$ cat src/rtl/next_pc_stage_pkg.sv
// Shared fetch-unit types: PC width, next-PC state encoding and fetch block size.
package next_pc_stage_pkg;

    typedef logic [31:0] PC_Path;

    typedef enum logic [1:0] {
        BOOT     = 2'd0,
        RUN      = 2'd1,
        STALLED  = 2'd2,
        REDIRECT = 2'd3
    } NextPcState;

    localparam int FETCH_BLOCK_BYTES = 8;

    function automatic PC_Path fetch_block_bytes(input int fetch_width, input int insn_bytes);
        return PC_Path'(fetch_width * insn_bytes);
    endfunction

endpackage

$ cat src/rtl/next_pc_stage_select.sv
// Lowest-lane predicted-taken encoder and target mux.
// RSD_NEXTPC_AX_DECIDER_EN switches the lane condition to the ax/decider flags.
module next_pc_select
    import next_pc_stage_pkg::*;
#(
    parameter int FETCH_WIDTH = 2
) (
    input  logic [FETCH_WIDTH-1:0]       laneValid_i,
    input  logic [FETCH_WIDTH-1:0][31:0] btbOut_i,
    input  logic [FETCH_WIDTH-1:0][31:0] axbtbOut_i,
    input  logic [FETCH_WIDTH-1:0]       btbHit_i,
    input  logic [FETCH_WIDTH-1:0]       brPredTaken_i,
    input  logic [FETCH_WIDTH-1:0]       axbtbHit_i,
    input  logic [FETCH_WIDTH-1:0]       brDecidTaken_i,
    output logic                         taken_o,
    output PC_Path                       target_o
);

    logic [FETCH_WIDTH-1:0] laneTaken;
    PC_Path [FETCH_WIDTH-1:0] laneTarget;

`ifdef RSD_NEXTPC_AX_DECIDER_EN
    logic unused_pred;
    assign unused_pred = ^brPredTaken_i;

    always_comb begin
        for (int i = 0; i < FETCH_WIDTH; i++) begin
            laneTaken[i]  = laneValid_i[i] & (axbtbHit_i[i] | btbHit_i[i]) & brDecidTaken_i[i];
            laneTarget[i] = axbtbHit_i[i] ? axbtbOut_i[i] : btbOut_i[i];
        end
    end
`else
    logic unused_ax;
    assign unused_ax = ^{axbtbOut_i, axbtbHit_i, brDecidTaken_i};

    always_comb begin
        for (int i = 0; i < FETCH_WIDTH; i++) begin
            laneTaken[i]  = laneValid_i[i] & btbHit_i[i] & brPredTaken_i[i];
            laneTarget[i] = btbOut_i[i];
        end
    end
`endif

    always_comb begin
        taken_o  = 1'b0;
        target_o = '0;
        for (int i = 0; i < FETCH_WIDTH; i++) begin
            if (!taken_o && laneTaken[i]) begin
                taken_o  = 1'b1;
                target_o = laneTarget[i];
            end
        end
    end

endmodule

$ cat src/rtl/next_pc_stage.sv
// Next-PC generation: PC register, BOOT/RUN/STALLED/REDIRECT control and lane valids.
// Optional macro RSD_NEXTPC_AX_DECIDER_EN selects ax-BTB/decider prediction (see next_pc_select).
module next_pc_stage
    import next_pc_stage_pkg::*;
#(
    parameter int     FETCH_WIDTH  = 2,
    parameter PC_Path RESET_VECTOR = 32'h0000_1000,
    parameter int     INSN_BYTES   = 4
) (
    input  logic                         clk,
    input  logic                         rst,
    input  logic                         stall,
    input  logic                         recover,
    input  logic [31:0]                  recoverPC,
    input  logic [FETCH_WIDTH-1:0]       fetchStageIsValid,
    input  logic [FETCH_WIDTH-1:0][31:0] btbOut,
    input  logic [FETCH_WIDTH-1:0][31:0] axbtbOut,
    input  logic [FETCH_WIDTH-1:0]       btbHit,
    input  logic [FETCH_WIDTH-1:0]       brPredTaken,
    input  logic [FETCH_WIDTH-1:0]       axbtbHit,
    input  logic [FETCH_WIDTH-1:0]       brDecidTaken,
    output logic [31:0]                  fetchPC,
    output logic [FETCH_WIDTH-1:0]       fetchLaneValid
);

    localparam PC_Path BLOCK_BYTES = fetch_block_bytes(FETCH_WIDTH, INSN_BYTES);
    localparam PC_Path INSN_P      = PC_Path'(INSN_BYTES);
    localparam PC_Path FW_P        = PC_Path'(FETCH_WIDTH);

    NextPcState             state_q, state_d;
    PC_Path                 pc_q, pc_d;
    logic [FETCH_WIDTH-1:0] lanes_q, lanes_d;
    logic                   predTaken;
    PC_Path                 predTarget;
    PC_Path                 seqPC;

    // A misaligned entry point leaves the lanes below the entry slot empty.
    function automatic logic [FETCH_WIDTH-1:0] lane_mask(input PC_Path pc);
        PC_Path first;
        first = (pc / INSN_P) % FW_P;
        for (int i = 0; i < FETCH_WIDTH; i++) begin
            lane_mask[i] = (PC_Path'(i) >= first);
        end
    endfunction

    next_pc_select #(
        .FETCH_WIDTH(FETCH_WIDTH)
    ) u_select (
        .laneValid_i   (fetchStageIsValid),
        .btbOut_i      (btbOut),
        .axbtbOut_i    (axbtbOut),
        .btbHit_i      (btbHit),
        .brPredTaken_i (brPredTaken),
        .axbtbHit_i    (axbtbHit),
        .brDecidTaken_i(brDecidTaken),
        .taken_o       (predTaken),
        .target_o      (predTarget)
    );

    assign seqPC = pc_q - (pc_q % BLOCK_BYTES) + BLOCK_BYTES;

    // Leaving BOOT or REDIRECT keeps the PC so the entry block is actually fetched.
    always_comb begin
        state_d = state_q;
        pc_d    = pc_q;
        lanes_d = lanes_q;
        if (recover) begin
            state_d = REDIRECT;
            pc_d    = recoverPC;
            lanes_d = '0;
        end else begin
            case (state_q)
                BOOT: begin
                    state_d = RUN;
                    lanes_d = lane_mask(pc_q);
                end
                REDIRECT: begin
                    state_d = stall ? STALLED : RUN;
                    lanes_d = lane_mask(pc_q);
                end
                RUN, STALLED: begin
                    if (stall) begin
                        state_d = STALLED;
                    end else begin
                        state_d = RUN;
                        pc_d    = predTaken ? predTarget : seqPC;
                        lanes_d = lane_mask(pc_d);
                    end
                end
                default: begin
                    state_d = BOOT;
                    pc_d    = RESET_VECTOR;
                    lanes_d = '0;
                end
            endcase
        end
    end

    always_ff @(posedge clk or negedge rst) begin
        if (!rst) begin
            state_q <= BOOT;
            pc_q    <= RESET_VECTOR;
            lanes_q <= '0;
        end else begin
            state_q <= state_d;
            pc_q    <= pc_d;
            lanes_q <= lanes_d;
        end
    end

    assign fetchPC        = pc_q;
    assign fetchLaneValid = lanes_q;

endmodule

$ cat config.mk
export PLATFORM = sky130hd
export DESIGN_NAME = next_pc_stage
export DESIGN_NICKNAME = d
export VERILOG_FILES = /design/src/rtl/next_pc_stage_pkg.sv /design/src/rtl/next_pc_stage_select.sv /design/src/rtl/next_pc_stage.sv
export SDC_FILE = /design/constraint.sdc
export NUM_CORES = 1
export LEC_CHECK = 0
export ABC_AREA = 1
export BUFFER_PORTS_ARGS = -buffer_cell sky130_fd_sc_hd__clkbuf_2
export CELL_PAD_IN_SITES_DETAIL_PLACEMENT = 1
export CELL_PAD_IN_SITES_GLOBAL_PLACEMENT = 1
export CORE_MARGIN = 1
export CORE_UTILIZATION = 33
export DETAILED_ROUTE_END_ITERATION = 10
export PLACE_DENSITY = 0.89
export SLEW_MARGIN = 20
export SYNTH_ARGS = -nofsm -noshare
export SYNTH_HDL_FRONTEND = slang
export SYNTH_HIERARCHICAL = 1
export SYNTH_SLANG_ARGS = --single-unit
$ cat constraint.sdc
create_clock -name clk -period 2.4 [get_ports clk]
set_input_delay 0.6 -clock clk [delete_from_list [all_inputs] [get_ports clk]]
set_output_delay 0.6 -clock clk [all_outputs]
set_load 0.01 [all_outputs]
Yosys cells after proc, flatten, opt, wreduce, memory -nomap -nowiden
Index checks and enable logic that the tools add are counted.
{"block": "totals", "memories": 0, "latchBits": 0, "regBits": 36, "ramBits": 0, "word_cells": 40, "output_inout_bits": 34, "rom_bits": 0}
{"block": "op_classes", "n_eq_ne": 5, "order_cmp": 4, "reduce_logical": 8, "addsub": 2, "shift": 0, "div_mod_pow": 0, "n_mul": 0, "bitwise": 4, "mux": 14}
{"operator": "two-way mux 32 bit", "count": 6}
{"operator": "adder 32 x 4 -> 32 bit (second input constant)", "count": 1}
{"operator": "subtractor 32 x 3 -> 32 bit", "count": 1}
{"operator": "two-way mux 2 bit", "count": 4}
{"operator": "case mux 2 bit (2 select lines)", "count": 2}
{"operator": "bitwise AND 1 bit", "count": 4}
{"operator": "== test 2 bit (second input constant)", "count": 2}
{"operator": ">= comparator 1 bit (first input constant)", "count": 4}
{"operator": "OR reduction 2 bit", "count": 2}
{"operator": "!= test 3 bit (second input constant)", "count": 1}
{"operator": "OR reduction 3 bit", "count": 1}
{"operator": "== test 2 x 1 -> 1 bit (second input constant)", "count": 1}
{"operator": "zero test 2 bit", "count": 1}
{"operator": "two-way mux 1 bit", "count": 2}
{"operator": "!= test 2 x 1 -> 1 bit (second input constant)", "count": 1}
{"operator": "AND reduction 2 bit", "count": 1}
{"operator": "nonzero test 2 bit", "count": 1}
{"operator": "logical AND 1 bit", "count": 1}
{"operator": "zero test 1 bit", "count": 1}

Logic depth before layout (Yosys ltp)
Gate-level depths: netlist of run 1.
{"block": "depth", "depth_word": 11, "depth_mapped": 15}

Modules after synthesis
The synthesis of run 1 kept the hierarchy.
{"mod": "next_pc_stage", "seq_area_each_um2": 902.1, "cells_each": 737, "instances": 1, "area_per_inst_um2": 4231.6}
{"mod": "next_pc_select", "seq_area_each_um2": 0.0, "cells_each": 119, "instances": 1, "area_per_inst_um2": 797.0}

Least setup slack after synthesis of run 1
OpenSTA, ideal clock, no wires.
{"block": "synth_timing", "kind": "in2reg", "from": "input brPredTaken[0]", "to": "register pc_q[4], in the netlist fetchPC[4]", "stages": 9, "arrival_ns": 1.826, "setup_ns": 0.134, "t_required_ns": 2.266, "path_slack_ns": 0.440, "path_cell_list": "buf_2 > nand3_4 > buf_6 > o21ai_1 > buf_4 > clkbuf_1 > nor2_1 > a211oi_1 > o22ai_1"}
{"block": "synth_between", "elab_chain_cells": 9, "elab_cells_between_ends": 11, "cone_classes": "mux: 8; bitwise: 1; reduce/logical: 2"}
{"item": "start, declared", "line_no": "next_pc_stage.sv:19", "text": "input logic [FETCH_WIDTH-1:0] brPredTaken,"}
{"item": "bitwise AND 1 bit *", "line_no": "next_pc_stage_select.sv:38", "text": "laneTaken[i] = laneValid_i[i] & btbHit_i[i] & brPredTaken_i[i];"}
{"item": "two-way mux 1 bit *", "line_no": "next_pc_stage_select.sv:48", "text": "if (!taken_o && laneTaken[i]) begin"}
{"item": "zero test 1 bit", "line_no": "next_pc_stage_select.sv:48"}
{"item": "logical AND 1 bit", "line_no": "next_pc_stage_select.sv:48"}
{"item": "two-way mux 1 bit *", "line_no": "next_pc_stage_select.sv:48"}
{"item": "net predTaken", "line_no": "next_pc_stage.sv:33", "text": "logic predTaken;"}
{"item": "two-way mux 32 bit *", "line_no": "next_pc_stage.sv:86", "text": "pc_d = predTaken ? predTarget : seqPC;"}
{"item": "two-way mux 32 bit *", "line_no": "next_pc_stage.sv:82", "text": "if (stall) begin"}
{"item": "two-way mux 32 bit *", "line_no": "next_pc_stage.sv:72", "text": "case (state_q)"}
{"item": "two-way mux 32 bit *", "line_no": "next_pc_stage.sv:67", "text": "if (recover) begin"}
{"item": "end signal, assigned", "line_no": "next_pc_stage.sv:106", "text": "pc_q <= pc_d;"}
{"item": "end, declared", "line_no": "next_pc_stage.sv:31", "text": "PC_Path pc_q, pc_d;"}
The timed path passes the listed nets; every way through them passes the cells marked *. The select of a mux whose other input is x is not followed.
A chain may end at the register's enable or synchronous reset.

Worst setup path in the final report of run 1
{"block": "layout_timing", "from": "register pc_q[11], in the netlist fetchPC[11]", "to": "register pc_q[17], in the netlist fetchPC[17]"}
{"block": "layout_between", "elab_chain_cells": 6}
{"item": "subtractor 32 x 3 -> 32 bit", "line_no": "next_pc_stage.sv:60", "text": "assign seqPC = pc_q - (pc_q % BLOCK_BYTES) + BLOCK_BYTES;"}
{"item": "adder 32 x 4 -> 32 bit", "line_no": "next_pc_stage.sv:60"}
{"item": "two-way mux 32 bit", "line_no": "next_pc_stage.sv:86"}
{"item": "two-way mux 32 bit", "line_no": "next_pc_stage.sv:82"}
{"item": "two-way mux 32 bit", "line_no": "next_pc_stage.sv:72"}
{"item": "two-way mux 32 bit", "line_no": "next_pc_stage.sv:67"}
Every way passes these cells. The select of a mux whose other input is x is not followed.

==> impl_results.rst, run 1 <==
.. list-table::
   :header-rows: 1

   * - Metric
     - Value
   * - Top cell type by total area after synthesis
     - nand2_1
   * - Proportion of synthesized chip area in sequential cells
     - 17.9%
   * - Static leakage
     - 3.53 nW
   * - Combinational share of power
     - 76.4%
   * - Initial core utilization
     - 34.2%
   * - Worst skew pair latency
     - 0.30 ns
   * - Commonest non-fill, non-tap cell in the layout
     - nand2_1
   * - Syn Area/Cell
     - 5.87 sq um
   * - Row cnt
     - 44
   * - Post-place setup slack
     - 0.207 ns
   * - Unique masters post-synth
     - 38
   * - Via count
     - 6045
   * - Final max-slew violation count
     - 0
   * - Post-CTS Setup Repair Bufs
     - 0
   * - Worst slew margin
     - 61.7%
   * - Sw Share
     - 58.3%
   * - Die X
     - 125 um
   * - FFs w/ async S/R, synth
     - 100%
   * - Clock-pin slew of the registers on the worst-case setup and hold paths
     - 0.07 ns
   * - Number of violations of the max-capacitance limit
     - 0
   * - IR drop worst, VDD
     - 0.468 mV
   * - Placed standard-cell area
     - 0.00587 sq mm
   * - Number of primary I/O pins
     - 208
   * - Post-route ant nets
     - 0
   * - Share of the synthesized area in the top cell type
     - 21.7%
   * - Failing checks
     - design-rule violations
   * - Cell internal pwr
     - 3.07 mW
   * - Final min period
     - 2.24 ns
   * - Initial antenna violation count
     - 0
   * - Gpl congestion
     - 0.896
   * - Most used DFF post-synth
     - dfrtp_1
   * - Maximum fanout count along the critical path
     - 4
   * - Vert. Die Dim
     - 125 um
   * - GRT Resource Usage Total
     - 24.0%
   * - Worst-case hold slack
     - 0.350 ns
   * - Half-perimeter wire length of the detailed placement result
     - 14.7 mm
   * - Most used cells in the layout excluding fill and tap cells
     - nand2_1 (290), clkbuf_2 (139), inv_1 (135)
   * - Cell type group with the largest total delay on the critical path
     - simple AND/OR/NAND/NOR gates
   * - Share of final-layout standard cells stronger than drive strength 1
     - 23.4%
   * - Sum of negative setup slack
     - 0 ns
   * - Layout overhead on the synthesized area
     - 19.7%
   * - Number of hold violations in the final report
     - 0
   * - Placeable core area
     - 0.0147 sq mm
   * - Share of power burned in registers
     - 14.2%
   * - Worst Max-Slew Pin Slew
     - 0.574 ns
   * - Classification of the worst-slack hold path
     - input pin to async pin
   * - Sum of overflow across all layers after global routing
     - 0
   * - Initial detailed-routing violation count
     - 306
   * - Die Outline Area
     - 0.0157 sq mm
   * - Highest clock rate
     - 0.447 GHz
   * - Drt drc
     - 1
   * - Top cells by area in the synthesized netlist
     - nand2_1 (22%), dfrtp_1 (17%), inv_1 (10%)
   * - Slowest stage cell, crit path
     - dfrtp_1
   * - Areal power density over the cells
     - 1220 mW/mm^2
   * - Via count of the first global-routing pass
     - 6177
   * - Wire length of the first global-routing pass
     - 30.5 mm
   * - Buffer cell driving the clock tree root
     - clkbuf_16
   * - Arrival time at the worst endpoint
     - 2.45 ns
   * - Clock tree from TritonCTS
     - done
   * - Number of clock buffers inserted by TritonCTS
     - 5
   * - Summed instance area of the synthesized netlist
     - 0.00503 sq mm
   * - Stages on worst setup path
     - 12
   * - Detailed Route WL
     - 18.9 mm
   * - Final Cell Area
     - 0.00602 sq mm
   * - Number of iterations in the first detailed-routing pass
     - 7
   * - Deepest level of the CTS H-tree
     - 2
   * - Number of buffer cells added on primary ports
     - 139
   * - Average wire per cell in the routed design
     - 16.2 um
   * - Slowest cell delay on critical path
     - 0.44 ns
   * - Vias per std cell
     - 5.20
   * - Outcome
     - finished with violations
   * - Flip-flop and latch count after synthesis
     - 36
   * - Critical-path cell list
     - inv_1 > ha_1 > nand2_1 > nor2_2 > and2_1 > nand2_1 > nand2_2 > xor2_1 > nand2_1 > nand2_1 > nand2_1 > o21ai_2
   * - Number of enable flip-flop cells after synthesis
     - 0
   * - Nets in the synthesized netlist
     - 1061
   * - R2R depth
     - 12
   * - Largest net degree at the start of global routing
     - 37
   * - Count of buffering cells on the critical path with inverters included
     - 1
   * - Setup clock skew after layout
     - 0.00766 ns
   * - Largest buffer count on any clock path
     - 2
   * - Hold-fix buffers, CTS
     - 0
   * - Clock net sink count
     - 36
   * - Nature of the critical path startpoint
     - flip-flop
   * - Count of synthesis-stage warnings from yosys
     - 6
   * - Nets@finish
     - 1183
   * - Number of instances in the synthesized netlist
     - 856
   * - Required time of the critical path
     - 2.62 ns
   * - Count of antenna diodes in the layout
     - 0
   * - Portion of total power attributed to the clock network
     - 9.4%
   * - Final setup viols
     - 0
   * - CP Class
     - flip-flop to flip-flop
   * - Fraction of the cycle the final worst path needs
     - 93.1%
   * - Power dissipated by switching net loads
     - 4.30 mW
   * - Worst path most repeated cell
     - nand2_1
   * - Endpoint class of the critical path
     - flip-flop
   * - Total power of the final layout
     - 7.37 mW
   * - Setup slack of the critical path after layout
     - 0.164 ns
-- area by class of cell --
cell class | count | area (sq um)
inverters | 139 | 522
clock inverters | 1 | 5.00
well taps | 184 | 230
multi-input cells | 644 | 3410
repair buffers | 152 | 818
flip-flops and latches | 36 | 903
fillers | 2023 | 8680
clock buffers | 7 | 133
-- metal layers --
| metal | vias up | GRT usage (%) | wire [um] |
|---|---|---|---|
| met5 | - | 0 | 0 |
| met4 | 0 | 5.52 | 307 |
| met3 | 26 | 3.89 | 1220 |
| met1 | 2863 | 30.8 | 8320 |
| met2 | 200 | 42.0 | 9030 |
| li1 | 2956 | - | - |
-- registers in the layout (all words and copies together), names as in the netlist --
register,cells
fetchPC,32
fetchLaneValid,2
state_q,2
-- power groups by stage --
stage	clock network, mW	registers (mW)	logic, mW
final	0.694	1.05	5.63
after global routing	0.721	1.08	6.27
after CTS	0.700	1.05	5.47
after detailed placement	0	1.05	5.37
after global placement	0	1.05	5.15
after floorplan	0	1.08	3.74
-- worst register-to-register path: cells and delay by family (launching register included) --
kind | cells | cell delay (ns)
simple gates | 8 | 0.91
flops | 1 | 0.44
fa+ha+maj | 1 | 0.38
xor+xnor | 1 | 0.24
buf+inv | 1 | 0.10
compound gates | 1 | 0.08
-- synth_stat cells, types with 2 or more instances --
library cell	instances
ha_1	31
nand3_1	39
o21ai_1	9
inv_1	135
nand3b_1	5
o211ai_1	2
nand4_1	41
a21oi_1	42
buf_4	2
nor2_4	2
clkbuf_1	11
nor2_1	71
o22ai_1	8
dfrtp_1	35
xor2_1	4
buf_2	18
inv_2	4
nand2_2	10
a211oi_1	2
xnor2_1	5
buf_6	6
nand3_2	33
o21ai_0	27
and2_1	2
nand2_1	291
nor2_2	9
-- cells by family after synthesis --
logic type                 synth area share (%)
and+or+nand+nor                            47.8
buffers and inverters                      14.6
AOI/OAI and AO/OA                          10.3
DFF                                        17.9
adders and majority gates                  7.71
xor gates and xnor gates                   1.57
-- what timing repair did --
| item | 4_1_cts | 5_1_grt |
|---|---|---|
| gates resized for setup | 0 | 3 |
| setup endpoints to repair | 0 | 7 |
| endpoints found under the hold margin | 0 | 0 |
-- path summary, 6_finish.rpt --
kind	start	endpoint	slack [ns]
worst min register to register	fetchPC[1]	fetchPC[1]	0.51
worst max-delay path	fetchPC[11]	fetchPC[17]	0.16
max in group asynchronous	rst	fetchPC[12]	1.65
worst min-delay path	rst	fetchLaneValid[0]	0.35
worst max register to register	fetchPC[11]	fetchPC[17]	0.16
min in group clk	fetchPC[1]	fetchPC[1]	0.51
-- stage by stage --
stage	util, %	cells
after floorplan	-	856
after global placement	39.9	1155
after detailed placement	39.9	1155
after CTS	40.8	1163
after global routing	41.0	1163
final	41.0	1163
(Power assumes the default switching activity.)
==> run 2: changes to the inputs <==
==> constraint.sdc (replaced) <==
create_clock -name clk -period 2.4 [get_ports clk]
set_input_delay 0.36 -clock clk [delete_from_list [all_inputs] [get_ports clk]]
set_output_delay 0.36 -clock clk [all_outputs]
set_load 0.01 [all_outputs]
==> impl_results.rst, run 2 (synthesized netlist as in run 1, its figures left out) <==
.. list-table::
   :header-rows: 1

   * - Metric
     - Value
   * - Final min period
     - 2.26 ns (+0.0280 ns)
   * - Clock-pin slew of the registers on the worst-case setup and hold paths
     - 0.06 ns (about the same)
   * - Static leakage
     - 3.54 nW (+0.23%)
   * - Clock net sink count
     - 36 (unchanged)
   * - GRT Resource Usage Total
     - 23.6% (-0.48 points)
   * - Initial antenna violation count
     - 0 (unchanged)
   * - Maximum fanout count along the critical path
     - 5 (+1)
   * - Areal power density over the cells
     - 1200 mW/mm^2 (-2.1%)
   * - Via count
     - 5960 (-1.4%)
   * - Final max-slew violation count
     - 0 (unchanged)
   * - Wire length of the first global-routing pass
     - 29.8 mm (-2.1%)
   * - Hold path start
     - recoverPC[0]
   * - Count of antenna diodes in the layout
     - 0 (unchanged)
   * - Classification of the worst-slack hold path
     - input pin to flip-flop
   * - Via count of the first global-routing pass
     - 6078 (-1.6%)
   * - IR drop worst, VDD
     - 0.424 mV (-9.3%)
   * - Number of primary I/O pins
     - 208 (unchanged)
   * - Arrival time at the worst endpoint
     - 2.44 ns (about the same)
   * - Average wire per cell in the routed design
     - 15.8 um (-2.9%)
   * - Number of hold violations in the final report
     - 0 (unchanged)
   * - Buffer cell driving the clock tree root
     - clkbuf_16
   * - RSZ-0062 raised after global routing
     - no
   * - Required time of the critical path
     - 2.58 ns (-0.04 ns)
   * - Worst min-delay path endpoint
     - fetchPC[0]
   * - Number of clock buffers inserted by TritonCTS
     - 5 (unchanged)
   * - Failing checks
     - design-rule violations
   * - Post-route ant nets
     - 0 (unchanged)
   * - Vias per std cell
     - 5.12 (-1.5%)
   * - Largest register FFs
     - 32 (unchanged)
   * - Initial core utilization
     - 34.2% (unchanged)
   * - Worst Max-Slew Pin Slew
     - 0.571 ns (-0.00337 ns)
   * - Register-to-register setup slack
     - 0.14 ns (-0.03 ns)
   * - Clock tree from TritonCTS
     - done
   * - Number of iterations in the first detailed-routing pass
     - 8 (+1)
   * - Number of buffer cells added on primary ports
     - 139 (unchanged)
   * - Highest clock rate
     - 0.442 GHz (-1.2%)
   * - Nets@finish
     - 1184 (+0.085%)
   * - Die X
     - 125 um (unchanged)
   * - Final setup viols
     - 0 (unchanged)
   * - Setup clock skew after layout
     - 0.00780 ns (+0.000140 ns)
   * - Non-Filler Instances
     - 1164 (+0.086%)
   * - Final Cell Area
     - 0.00604 sq mm (+0.39%)
   * - Total power of the final layout
     - 7.24 mW (-1.7%)
   * - Half-perimeter wire length of the detailed placement result
     - 15.0 mm (+2.1%)
   * - Commonest non-fill, non-tap cell in the layout
     - nand2_1
   * - Source of the worst register-to-register timing path
     - fetchPC[24]
   * - Post-CTS Setup Repair Bufs
     - 0 (unchanged)
   * - Worst slew margin
     - 61.9% (+0.22 points)
   * - R2R depth
     - 13 (+1)
   * - Number of placed instances with taps included
     - 1155 (unchanged)
   * - Largest buffer count on any clock path
     - 2 (unchanged)
   * - Number of violations of the max-capacitance limit
     - 0 (unchanged)
   * - Most used cells in the layout excluding fill and tap cells
     - nand2_1 (291), clkbuf_2 (139), inv_1 (135)
   * - Largest net degree at the start of global routing
     - 37 (unchanged)
   * - Outcome
     - finished with violations
   * - FILL cells
     - 1999 (-1.2%)
   * - Sum of overflow across all layers after global routing
     - 0 (unchanged)
   * - Drt drc
     - 1 (unchanged)
   * - Final cell utilization of the core
     - 41.1% (+0.16 points)
   * - Reg2reg end
     - fetchPC[26]
   * - Share of final-layout standard cells stronger than drive strength 1
     - 23.4% (-0.024 points)
   * - Cell depth of the worst min-delay path
     - 3
   * - Initial detailed-routing violation count
     - 308 (+0.65%)
   * - Nature of the critical path startpoint
     - flip-flop
   * - Sum of negative setup slack
     - 0 ns (unchanged)
   * - Detailed Route WL
     - 18.3 mm (-2.9%)
   * - Endpoint class of the critical path
     - flip-flop
   * - Die Outline Area
     - 0.0157 sq mm (unchanged)
   * - Deepest level of the CTS H-tree
     - 2 (unchanged)
   * - Placeable core area
     - 0.0147 sq mm (unchanged)
   * - CP Class
     - flip-flop to flip-flop
   * - Placed standard-cell area
     - 0.00588 sq mm (+0.21%)
   * - Gpl congestion
     - 0.902 (+0.68%)
   * - Vert. Die Dim
     - 125 um (unchanged)
   * - Row cnt
     - 44 (unchanged)
   * - Worst skew pair latency
     - 0.29 ns (about the same)
   * - Layout overhead on the synthesized area
     - 20.2%
   * - Fraction of the cycle the final worst path needs
     - 94.3% (+1.2 points)
run 2: through the flow:
step | hold slack, ns | setup WS, ns
floorplan | 0.0644 | 0.538
global placement | 0.245 | 0.266
detailed placement | 0.248 | 0.220
CTS | 0.306 | 0.159
global route | 0.335 | 0.0260
finish | 0.302 | 0.136
run 2: what timing repair did:
| item | CTS | global route |
|---|---|---|
| hold endpoints to repair | 6 | 0 |
| hold buffers | 1 | 0 |
| setup endpoints to repair | 0 | 3 |
| resized for setup | 0 | 3 |
run 2: worst max path at each step:
stage,startpoint,to,slack (ns),depth (start not counted)
after floorplan,fetchPC[12],fetchPC[17],0.54,13
after global placement,fetchPC[12],fetchPC[17],0.27,12
after detailed placement,fetchPC[12],fetchPC[17],0.22,12
after CTS,fetchPC[12],fetchPC[22],0.16,12
after global routing,fetchPC[4],fetchPC[16],0.03,14
final,fetchPC[24],fetchPC[26],0.14,13
run 2: cell type report:
class	count	area (sq um)	area share, %
Inverter	139	522	8.63
Sequential cell	36	902	14.9
Clock buffer	7	133	2.19
Multi-Input combinational cell	644	3410	56.4
Tap cell	184	230	3.81
Clock inverter	1	5.00	0.0828
Timing Repair Buffer	153	841	13.9
run 2: power by group:
part           internal [mW]  leakage [nW]  switching, mW  total, mW
logic                   1.88          3.05           3.65       5.53
clock network          0.385        0.0679          0.273      0.658
registers              0.809         0.427          0.246       1.05
total                   3.08          3.54           4.17       7.24
run 2: worst max-delay path, cell delays in order, from the launching register on:
cell and delay (ns):
dfrtp_1 0.40, inv_1 0.10, ha_1 0.44, nand2_1 0.16
nor2_2 0.18, nand2_1 0.10, nor2_1 0.14, nand3_1 0.14
nand3_1 0.11, nand2_1 0.07, nand3_1 0.09, nand2_1 0.08
nand2_1 0.08, nand2_1 0.06
run 2: per-layer routing:
metal / GRT usage (%) / part of all wire [%] / up-vias
met2: 41.3 / 48 / 152
li1: - / - / 2961
met3: 2.65 / 4.6 / 18
met4: 4.66 / 1.1 / 0
met5: 0 / 0 / -
met1: 31.1 / 46 / 2829
==> run 3: changes to the inputs <==
--- a/config.mk
+++ b/config.mk
@@ -15,3 +15,2 @@
 export PLACE_DENSITY = 0.89
-export SLEW_MARGIN = 20
 export SYNTH_ARGS = -nofsm -noshare
==> constraint.sdc (replaced) <==
create_clock -name clk -period 2.4 [get_ports clk]
set_input_delay 0.48 -clock clk [delete_from_list [all_inputs] [get_ports clk]]
set_output_delay 0.48 -clock clk [all_outputs]
set_load 0.01 [all_outputs]
==> impl_results.rst, run 3 (synthesized netlist as in run 1, its figures left out) <==
.. list-table::
   :header-rows: 1

   * - Metric
     - Value
   * - Vias per std cell
     - 5.13 (+0.17%)
   * - Classification of the worst-slack hold path
     - input pin to async pin
   * - Number of primary I/O pins
     - 208 (unchanged)
   * - Layout overhead on the synthesized area
     - 20.3% (about the same)
   * - Static leakage
     - 3.54 nW (about the same)
   * - Number of iterations in the first detailed-routing pass
     - 6 (-2)
   * - Share of final-layout standard cells stronger than drive strength 1
     - 23.2% (-0.13 points)
   * - R2R depth
     - 13 (unchanged)
   * - Worst slew margin
     - 56.8% (-5.1 points)
   * - Largest register FFs
     - 32 (unchanged)
   * - Average wire per cell in the routed design
     - 15.8 um (+0.48%)
   * - Hold-fix buffers, CTS
     - 0 (-1)
   * - Footprint of the multi-input gates
     - 0.00340 sq mm (-0.22%)
   * - Sequential cell area
     - 902 sq um (unchanged)
   * - Buffer cell driving the clock tree root
     - clkbuf_16
   * - Commonest non-fill, non-tap cell in the layout
     - nand2_1
   * - Clock net sink count
     - 36 (unchanged)
   * - Die X
     - 125 um (unchanged)
   * - Final max-slew violation count
     - 0 (unchanged)
   * - Fraction of the cycle the final worst path needs
     - 94.5% (+0.20 points)
   * - Worst path most repeated cell
     - nand2_1
   * - Deepest level of the CTS H-tree
     - 2 (unchanged)
   * - Gpl congestion
     - 0.893 (-0.98%)
   * - Drt drc
     - 0 (-1)
   * - IR drop worst, VDD
     - 0.409 mV (-3.6%)
   * - Half-perimeter wire length of the detailed placement result
     - 14.9 mm (-0.77%)
   * - Clock tree from TritonCTS
     - done
   * - Count of antenna diodes in the layout
     - 0 (unchanged)
   * - Via count
     - 5955 (-0.084%)
   * - Sum of negative setup slack
     - 0 ns (unchanged)
   * - Endpoint class of the critical path
     - flip-flop
   * - GRT Resource Usage Total
     - 23.9% (+0.35 points)
   * - Largest net degree at the start of global routing
     - 37 (unchanged)
   * - Sum of overflow across all layers after global routing
     - 0 (unchanged)
   * - Clock-pin slew of the registers on the worst-case setup and hold paths
     - 0.06 ns (about the same)
   * - Detailed Route WL
     - 18.4 mm (+0.22%)
   * - Worst skew pair latency
     - 0.29 ns (about the same)
   * - Worst Max-Slew Pin Slew
     - 0.648 ns (+0.0774 ns)
   * - Worst-case hold slack
     - 0.247 ns (-0.0546 ns)
   * - Die Outline Area
     - 0.0157 sq mm (unchanged)
   * - Slowest stage cell, crit path
     - dfstp_2
   * - Highest clock rate
     - 0.441 GHz (-0.22%)
   * - Number of violations of the max-capacitance limit
     - 0 (unchanged)
   * - RSZ-0062 raised after global routing
     - yes
   * - Final setup viols
     - 0 (unchanged)
   * - Most used cells in the layout excluding fill and tap cells
     - nand2_1 (290), clkbuf_2 (139), inv_1 (135)
   * - Placeable core area
     - 0.0147 sq mm (unchanged)
   * - Largest buffer count on any clock path
     - 2 (unchanged)
   * - Number of clock buffers inserted by TritonCTS
     - 5 (unchanged)
   * - Arrival time at the worst endpoint
     - 2.45 ns (about the same)
   * - Nature of the critical path startpoint
     - flip-flop
   * - FILL cells
     - 2078 (+4.0%)
   * - CP Class
     - flip-flop to flip-flop
   * - Via count of the first global-routing pass
     - 6147 (+1.1%)
   * - Setup clock skew after layout
     - 0.00898 ns (+0.00117 ns)
   * - Vert. Die Dim
     - 125 um (unchanged)
   * - Initial detailed-routing violation count
     - 287 (-6.8%)
   * - Nets@finish
     - 1181 (-0.25%)
   * - Areal power density over the cells
     - 1210 mW/mm^2 (+0.68%)
   * - Number of buffer cells added on primary ports
     - 139 (unchanged)
   * - Register-to-register setup slack
     - 0.13 ns (about the same)
   * - Slowest cell delay on critical path
     - 0.55 ns (+0.11 ns)
   * - Source of the worst register-to-register timing path
     - fetchPC[12]
   * - Required time of the critical path
     - 2.58 ns (about the same)
   * - Maximum fanout count along the critical path
     - 4 (-1)
   * - Row cnt
     - 44 (unchanged)
   * - Outcome
     - complete, no violations
   * - Initial antenna violation count
     - 0 (unchanged)
   * - Critical-path cell list
     - inv_1 > ha_1 > nand2_1 > nor2_2 > nand3_1 > nand3_2 > nand2_1 > nand2_1 > nand2_1 > nand3_1 > nand2_1 > nand2_1 > nand2_1
   * - Final min period
     - 2.27 ns (+0.00491 ns)
   * - Reg2reg end
     - fetchPC[22]
   * - Wire length of the first global-routing pass
     - 30.2 mm (+1.2%)
   * - Number of hold violations in the final report
     - 0 (unchanged)
   * - Initial core utilization
     - 34.2% (unchanged)
   * - Post-route ant nets
     - 0 (unchanged)
-- run 3: cell count changes in the layout (fill, tap and decap cells not counted), sizes merged --
cell,previous run,this run
clkinvlp,0,1
dlygate4sd3,1,0
clkinv,1,0
buf,13,11
-- run 3: cell type report --
type | instances | area share (%)
tap | 184 | 3.81
clock inverter | 1 | 0.124
clock buffer | 7 | 2.36
multi-input combinational | 644 | 56.3
inverter | 139 | 8.62
timing repair buffer | 150 | 13.9
sequential | 36 | 14.9
-- run 3: where the power goes --
group,total (mW),internal (mW),switching (mW)
sequential,1.06,0.809,0.251
clock,0.712,0.415,0.297
combinational,5.52,1.87,3.66
-- run 3: worst max-delay path by stage --
stage	end	startpoint	slack (ns)	depth (start not counted)
6_report	fetchPC[22]	fetchPC[12]	0.13	13
4_1_cts	fetchPC[17]	fetchPC[12]	0.15	12
5_1_grt	fetchPC[22]	fetchPC[12]	0.003	12
3_3_place_gp	fetchPC[16]	fetchStageIsValid[1]	0.19	8
2_1_floorplan	fetchPC[17]	fetchPC[12]	0.54	13
3_5_place_dp	fetchPC[16]	btbHit[1]	0.15	8
-- run 3: timing repair --
item	4_1_cts	5_1_grt
setup endpoints to repair	0	3
setup buffers	0	0
gates resized for setup	0	2
hold endpoints to repair	0	0
-- run 3: per-layer routing --
layer	share of wire (%)	global-route usage, %
met1	44	31.2
met2	48	40.9
met3	5.8	3.51
met4	2.1	6.60
met5	0	0
-- run 3: stage by stage --
step | instances | util, % | cell area (sq um) | power [mW] | setup WS [ns]
floorplan | 856 | - | 5030 | 4.81 | 0.538
global placement | 1153 | 40.1 | 5890 | 6.18 | 0.190
detailed placement | 1153 | 40.1 | 5890 | 6.40 | 0.151
CTS | 1161 | 41.1 | 6040 | 7.21 | 0.150
global route | 1161 | 41.2 | 6050 | 8.00 | 0.00286
finish | 1161 | 41.2 | 6050 | 7.30 | 0.132
-- run 3: worst max-delay path, delay by kind of cell, from the launching register on --
kind / cells / cell delay, ns
AND/OR/NAND/NOR: 11 / 1.16
adder cells (fa/ha/maj): 1 / 0.39
buffers and inverters: 1 / 0.07
flip-flops: 1 / 0.55
